<file path="config.mk">
export PLATFORM = sky130hd
export DESIGN_NAME = pred_seq_ctrl
export DESIGN_NICKNAME = d
export VERILOG_FILES = /design/src/rtl/adpcm_ctrl_pkg.sv /design/src/rtl/seq_down_counter.sv /design/src/rtl/pred_seq_ctrl.sv
export SDC_FILE = /design/constraint.sdc
export NUM_CORES = 1
export LEC_CHECK = 0
export CAP_MARGIN = 20
export CORE_AREA = 8 8 68 70
export CTS_BUF_LIST = sky130_fd_sc_hd__clkbuf_8
export DETAILED_ROUTE_END_ITERATION = 8
export DIE_AREA = 0 0 76 78
export GPL_TIMING_DRIVEN = 0
export HOLD_SLACK_MARGIN = 0.06
export SYNTH_ARGS = -nofsm -noshare
export SYNTH_HDL_FRONTEND = slang
export SYNTH_SLANG_ARGS = --single-unit
export TNS_END_PERCENT = 30
</file>
<file path="constraint.sdc">
create_clock -name clk -period 2.6 [get_ports clk]
set_input_delay 0.52 -clock clk [delete_from_list [all_inputs] [get_ports clk]]
set_output_delay 0.52 -clock clk [all_outputs]
set_load 0.05 [all_outputs]
</file>
<file path="src/rtl/adpcm_ctrl_pkg.sv">
// Shared encodings and sizing for the ADPCM predictor sequencing control.
package adpcm_ctrl_pkg;

    typedef enum logic [2:0] {
        StIdle   = 3'd0,
        StCalc   = 3'd1,
        StWaitDq = 3'd2,
        StSettle = 3'd3,
        StStrobe = 3'd4
    } seq_state_e;

    localparam int unsigned SettleCycDefault  = 2;
    localparam int unsigned TimeoutCycDefault = 64;
    localparam int unsigned SettleCntW        = 4;
    localparam int unsigned TimeoutCntW       = 8;

endpackage

</file>
<file path="src/rtl/seq_down_counter.sv">
// Loadable down-counter that holds at zero instead of wrapping.
module seq_down_counter #(
    parameter int unsigned Width = 8
) (
    input  logic             clk,
    input  logic             reset,
    input  logic             load,
    input  logic [Width-1:0] load_val,
    input  logic             dec,
    output logic             zero
);

    logic [Width-1:0] count_q;

    always_ff @(posedge clk or negedge reset) begin
        if (!reset) begin
            count_q <= '0;
        end else if (load) begin
            count_q <= load_val;
        end else if (dec && (count_q != '0)) begin
            count_q <= count_q - 1'b1;
        end
    end

    assign zero = (count_q == '0);

endmodule

</file>
<file path="src/rtl/pred_seq_ctrl.sv">
// Sequences one predictor cycle per sample: compute SE, wait for DQ, settle, strobe delays.
module pred_seq_ctrl
    import adpcm_ctrl_pkg::*;
#(
    parameter int unsigned SETTLE_CYC  = SettleCycDefault,
    parameter int unsigned TIMEOUT_CYC = TimeoutCycDefault
) (
    input  logic       clk,
    input  logic       reset,
    input  logic       sample_strb,
    input  logic       done,
    input  logic       dq_valid,
    input  logic       err_clr,
    output logic       start_trig,
    output logic       dly_strb,
    output logic       se_valid,
    output logic       busy,
    output logic       overrun,
    output logic       timeout_err,
    output logic [2:0] state_dbg
);

    localparam logic [TimeoutCntW-1:0] TimeoutLoad = TimeoutCntW'(TIMEOUT_CYC - 1);
    localparam logic [SettleCntW-1:0]  SettleLoad  = SettleCntW'(SETTLE_CYC - 1);

    seq_state_e state_q, state_d;
    logic to_load, to_dec, to_zero;
    logic st_load, st_dec, st_zero;
    logic se_valid_d, timeout_evt, overrun_evt;
    logic start_trig_q, dly_strb_q, se_valid_q, busy_q, overrun_q, timeout_err_q;

    seq_down_counter #(
        .Width (TimeoutCntW)
    ) u_timeout_cnt (
        .clk      (clk),
        .reset    (reset),
        .load     (to_load),
        .load_val (TimeoutLoad),
        .dec      (to_dec),
        .zero     (to_zero)
    );

    seq_down_counter #(
        .Width (SettleCntW)
    ) u_settle_cnt (
        .clk      (clk),
        .reset    (reset),
        .load     (st_load),
        .load_val (SettleLoad),
        .dec      (st_dec),
        .zero     (st_zero)
    );

    always_comb begin
        state_d     = state_q;
        to_load     = 1'b0;
        to_dec      = 1'b0;
        st_load     = 1'b0;
        st_dec      = 1'b0;
        se_valid_d  = 1'b0;
        timeout_evt = 1'b0;
        overrun_evt = sample_strb && (state_q != StIdle);
        unique case (state_q)
            StIdle: begin
                if (sample_strb) begin
                    state_d = StCalc;
                    to_load = 1'b1;
                end
            end
            StCalc: begin
                // done on the last allowed cycle still counts as success
                if (done) begin
                    state_d    = StWaitDq;
                    se_valid_d = 1'b1;
                end else if (to_zero) begin
                    state_d     = StIdle;
                    timeout_evt = 1'b1;
                end else begin
                    to_dec = 1'b1;
                end
            end
            StWaitDq: begin
                if (dq_valid) begin
                    state_d = StSettle;
                    st_load = 1'b1;
                end
            end
            StSettle: begin
                if (st_zero) begin
                    state_d = StStrobe;
                end else begin
                    st_dec = 1'b1;
                end
            end
            StStrobe: state_d = StIdle;
            default:  state_d = StIdle;
        endcase
    end

    always_ff @(posedge clk or negedge reset) begin
        if (!reset) begin
            state_q       <= StIdle;
            start_trig_q  <= 1'b0;
            dly_strb_q    <= 1'b0;
            se_valid_q    <= 1'b0;
            busy_q        <= 1'b0;
            overrun_q     <= 1'b0;
            timeout_err_q <= 1'b0;
        end else begin
            state_q       <= state_d;
            start_trig_q  <= (state_d == StCalc);
            dly_strb_q    <= (state_d == StStrobe);
            se_valid_q    <= se_valid_d;
            busy_q        <= (state_d != StIdle);
            // a new error event overrides a simultaneous clear
            overrun_q     <= (overrun_q && !err_clr) || overrun_evt;
            timeout_err_q <= (timeout_err_q && !err_clr) || timeout_evt;
        end
    end

    assign start_trig  = start_trig_q;
    assign dly_strb    = dly_strb_q;
    assign se_valid    = se_valid_q;
    assign busy        = busy_q;
    assign overrun     = overrun_q;
    assign timeout_err = timeout_err_q;
    assign state_dbg   = state_q;

endmodule

</file>
==> Word level (Yosys, flattened, before mapping) <==
Cells that the tools add are included.
Widths: inputs -> output; s select.
{ "word_totals": {"reg_bits": 21, "in_bits": 6, "out_inout_bits": 9, "wordCells": 57} }
{ "classes": {"add_sub_neg": 2, "n_eq_ne": 5, "mux": 24, "n_reduce_logical": 17} }
{ "ops": {"columns": ["operator", "count"], "rows": [
  ["$mux 8", 2],
  ["$mux 3", 5],
  ["$mux 1", 14],
  ["$pmux 3 s4", 1],
  ["$logic_not 8->1", 1],
  ["$mux 4", 2],
  ["$reduce_bool 8->1", 1],
  ["$sub 8x1->8 const B", 1],
  ["$eq 3x1->1 const B", 2],
  ["$eq 3x2->1 const B", 2],
  ["$reduce_bool 3->1", 2],
  ["$logic_and 1x1->1", 5],
  ["$logic_not 4->1", 1],
  ["$reduce_bool 2->1", 2],
  ["$reduce_bool 4->1", 1],
  ["$sub 4x1->4 const B", 1],
  ["$eq 3x3->1 const B", 1],
  ["$logic_not 3->1", 1],
  ["$logic_or 1x1->1", 2],
  ["$logic_not 1->1", 1]
]} }

==> Logic depth before layout (Yosys ltp) <==
{ "logic_depth": {"depth_word": 7, "depth_mapped": 6, "ltp_nobuf": 6} }

==> By module <==
Synthesis repeated with hierarchy kept, for this count alone.
{ "hier_totals": {"cells_unflattened": 125, "hier_area_um2": 1207.4} }
{ "modules_own_cells": {"columns": ["mod", "n_inst", "cells_per_inst", "area_per_inst_um2", "seq_area_each_um2"], "rows": [
  ["seq_down_counter at u_timeout_cnt", 1, 58, 528.0, 200.2],
  ["pred_seq_ctrl", 1, 40, 409.1, 225.2],
  ["seq_down_counter at u_settle_cnt", 1, 27, 270.3, 100.1]
]} }

==> Worst setup path before layout <==
Ideal clock, no wire load.
{ "synth_path": {"path_kind": "flip-flop to flip-flop", "start": "reg u_timeout_cnt.count_q[0]", "end": "reg busy_q, in the netlist busy", "setup_ps": 124, "arrival_time_ps": 1757, "t_required_ps": 2476, "setup_slack_ps": 719, "stages_incl_launch_ff": 7, "n_path_buf": 0, "synth_period_minus_slack_ps": 1881, "cell_sequence": "dfrtp_1 > inv_1 > ha_1 > or4b_4 > o21ai_4 > nand4_4 > a211o_1"} }
{ "synth_via": {"elab_chain_len": 5} }
{ "synth_lines": {"columns": ["element", "line_no", "rtl"], "rows": [
  ["from (decl)", "seq_down_counter.sv:13", "logic [Width-1:0] count_q;"],
  ["from (signal assigned)", "seq_down_counter.sv:19", "count_q <= load_val;"],
  ["from (signal assigned)", "seq_down_counter.sv:21", "count_q <= count_q - 1'b1;"],
  ["$logic_not 8->1", "seq_down_counter.sv:25", "assign zero = (count_q == '0);"],
  ["$mux 3", "pred_seq_ctrl.sv:75", "end else if (to_zero) begin"],
  ["$mux 3", "pred_seq_ctrl.sv:72", "if (done) begin"],
  ["$pmux 3 s4", "pred_seq_ctrl.sv:63", "unique case (state_q)"],
  ["via state_d[0]", "pred_seq_ctrl.sv:26", "seq_state_e state_q, state_d;"],
  ["$reduce_bool 3->1", "pred_seq_ctrl.sv:114", "busy_q <= (state_d != StIdle);"],
  ["to (signal assigned)", "pred_seq_ctrl.sv:114", null],
  ["to (decl)", "pred_seq_ctrl.sv:30", "logic start_trig_q, dly_strb_q, se_valid_q, busy_q, overrun_q, timeout_err_q;"]
]} }
The timed path passes the listed nets, and every way through them passes these cells.
A chain may end at the register's enable or synchronous reset.

==> Worst setup path after layout <==
{ "layout_path": {"start": "reg state_q[2], in the netlist state_dbg[2]", "end": "out state_dbg[2]"} }
{ "layout_lines": {"columns": ["element", "line_no", "rtl"], "rows": [
  ["from (decl)", "pred_seq_ctrl.sv:26", null],
  ["from (signal assigned)", "pred_seq_ctrl.sv:102", "state_q <= StIdle;"],
  ["from (signal assigned)", "pred_seq_ctrl.sv:110", "state_q <= state_d;"],
  ["to (decl)", "pred_seq_ctrl.sv:20", "output logic [2:0] state_dbg"]
]} }
No word-level cell between the ends.

==> flow_summary_export.csv <==
group,metric,value,unit
power_and_ir_drop,cellPowerDensity,1040,mW/mm^2
finish,fin_area,0.00128,mm^2
critical_path,setup.worst_path.start_class,"flip-flop",
clock_tree,ctsLongestPathBuffers,2,
critical_path,critical_path.cell_chain,"clkdlybuf4s50_1",
sta,fin_worst_skew,2.99,ps
finish,antenna_cells,0,
status,outcome,"finished clean",
sta,holdWs,531,ps
power_and_ir_drop,p_sw,0.573,mW
synthesis,synthCells,98,
drt,wl_per_cell,12.3,um
sta,finalCritPeriodShare,81.6,%
synthesis,synth_warnings,0,
global_route,grt_pass1_vias,758,
clock_tree,htree_levels,1,
critical_path,regToRegSetupSlack,550,ps
place,dp_hpwl,1540,um
critical_path,crit_type,"reg -> out",
sta,rsz0062_at_grt,"false",
clock_tree,cts-root-buf,"clkbuf_8",
drt,drc,0,
floorplan,die_h,78,um
sta,maxSlewViolCount,0,
clock_tree,cts_tree,"built",
drt,drt_iter0_markers,32,
place,numPortBuffers,14,
sta,tns,0,ps
synthesis,ys_types,31,
critical_path,cpPeakStageDelay,860,ps
synthesis,synth_seq_area_share,51.7,%
drt,postRouteAntennaNets,0,
sta,finalSetupViolCount,0,
drt,via_count,758,
finish,nFillCells,354,
sta,slew_headroom,66.2,%
power_and_ir_drop,clkPwrFrac,15.8,%
power_and_ir_drop,internal_power,0.757,mW
floorplan,core,0.00355,mm^2
power_and_ir_drop,power_frac_seq,36.8,%
power_and_ir_drop,ir_worst_vdd,0.642,mV
critical_path,crit_family,"buffers and inverters",
synthesis,synth_top_area_cell,"dfrtp_1",
global_route,overflow,0,
power_and_ir_drop,power_leakage,0.520,nW
drt,totalWireLength,2030,um
power_and_ir_drop,finalPower,1.33,mW
floorplan,ioPinCount,15,
synthesis,syn_area_per_cell,10.4,um^2
sta,setup_slack,478,ps
finish,nNetsFinal,126,
global_route,antenna_found_initial,0,
critical_path,crit_required,2080,ps
place,dp_slack,279,ps
drt,via_per_inst,4.59,
critical_path,cp_slowest_cell,"clkdlybuf4s50_1",
sta,worstMarginPinSlew,505,ps
critical_path,critPathMaxFanout,6,
global_route,grt_pass1_wl,3420,um
finish,area.growth.synth_to_final,25.6,%
finish,fin_util,36.0,%
sta,max_freq,471,MHz
critical_path,end_kind,"output pin",
floorplan,die-area,0.00593,mm^2
floorplan,fp.dieW,76,um
place,gp_congestion,0.787,
drt,dr.pass1.iters,4,
clock_tree,cts_buffers,3,
sta,hold_viol,0,
clock_tree,cts.sinks,21,
sta,fin_crit,2120,ps
synthesis,synth_nets,106,
synthesis,ys_top_cells_by_area,"dfrtp_1 52%, xor2_1 5.2%, nand2_1 4.4%",
power_and_ir_drop,combPwrFrac,47.5,%
flow_run,maxCapViolCount,0,
min_path,hold_path.class,"in -> async",
floorplan,start_util,28.6,%
synthesis,ys_ff_latch,21,
finish,finalNonFillerCells,165,
synthesis,syn_area,0.00102,mm^2
finish,layout-drive-gt1-share,9.40,%
critical_path,cp.buffers_inverters,1,
clock_tree,post_cts_resized,0,
global_route,grt_max_degree,22,
clock_tree,postCtsSetupBuffers,0,
clock_tree,holdBufCountCts,0,
critical_path,arrival,1600,ps
place,placedInstanceArea,0.00122,mm^2
global_route,grt_use_total,7.04,%
power_and_ir_drop,swShare,43.1,%
place,post-place-cells,160,
synthesis,synth.top_cell.area_share,51.7,%
clock_tree,clk_pin_slew,80,ps
clock_tree,clock_latency,260,ps
floorplan,std_cell_rows,22,
==> cell usage in the layout, fill, tap and decap left out, drive strengths merged, types with 3 or more instances in the layout <==
cell type | synthesis | layout
nand3 | 4 | 4
inv | 9 | 10
nor3 | 4 | 4
clkbuf | 1 | 4
nand4 | 6 | 6
nand2 | 13 | 13
clkdlybuf4s50 | 0 | 14
dfrtp | 21 | 21
o211ai | 3 | 3
xor2 | 6 | 6
nor2 | 8 | 8
==> flip-flops by register name, indices dropped and copies added, names as in the netlist <==
signal                 flops
se_valid                   1
start_trig                 1
timeout_err                1
busy                       1
u_timeout_cnt.count_q      8
dly_strb                   1
u_settle_cnt.count_q       4
overrun                    1
state_dbg                  3
==> metal layers <==
| layer | vias up | global-route usage, % | wire [um] |
|---|---|---|---|
| met4 | 0 | 1.76 | 11 |
| met5 | - | 0 | 0 |
| met2 | 14 | 12.4 | 962 |
| met3 | 2 | 3.34 | 114 |
| met1 | 364 | 7.35 | 941 |
| li1 | 378 | - | - |
==> cells in the mapped netlist <==
cell type / number
nand2_1: 12
nand3_1: 4
and3_1: 1
dfrtp_1: 21
ha_1: 2
or4b_4: 1
nor2b_1: 1
nor4_1: 1
or3b_2: 1
nor4b_4: 1
nand4_1: 5
nor2_1: 8
clkbuf_1: 1
o211ai_1: 3
nand4_4: 1
xor2_1: 6
o21ai_4: 1
a21boi_1: 1
or2_2: 1
a21oi_1: 2
a211o_1: 1
nor3_1: 4
or3_1: 2
inv_1: 9
nand2_2: 1
o22ai_1: 1
o21ai_0: 1
o32ai_1: 1
xnor2_1: 2
nand3b_1: 1
or3b_1: 1
==> final timing paths <==
check | start | to | cells after the start
max | state_dbg[2] | state_dbg[2] | 1
max reg2reg | u_timeout_cnt.count_q[0] | busy | 6
min | reset | u_timeout_cnt.count_q[2] | 1
min in group clk | overrun | overrun | 2
max in group asynchronous | reset | u_settle_cnt.count_q[0] | 2
min reg2reg | overrun | overrun | 2
==> power by group through the flow <==
stage	combinational, mW	clock [mW]	sequential [mW]
after CTS	0.638	0.221	0.490
after global routing	0.684	0.231	0.501
final	0.631	0.209	0.489
after floorplan	0.301	0	0.642
after detailed placement	0.639	0	0.494
after global placement	0.625	0	0.491
==> layout make-up <==
cell class | instances | area [um^2] | share of cell area (%)
inverters | 9 | 33.8 | 2.64
clock buffers | 3 | 41.3 | 3.23
well taps | 48 | 60.1 | 4.70
multi-input cells | 67 | 454 | 35.6
flip-flops and latches | 21 | 526 | 41.1
plain buffers | 1 | 3.75 | 0.294
repair buffers | 15 | 155 | 12.1
clock inverters | 1 | 3.75 | 0.294
==> kinds of logic after synthesis <==
| kind of cell | Yosys count | synth area share [%] |
|---|---|---|
| xor+xnor | 8 | 6.89 |
| compound gates | 11 | 8.36 |
| simple gates | 46 | 26.9 |
| flops | 21 | 51.7 |
| buf+inv | 10 | 3.69 |
| fa+ha+maj | 2 | 2.46 |
Note: power is estimated with default switching activity, not from simulation.
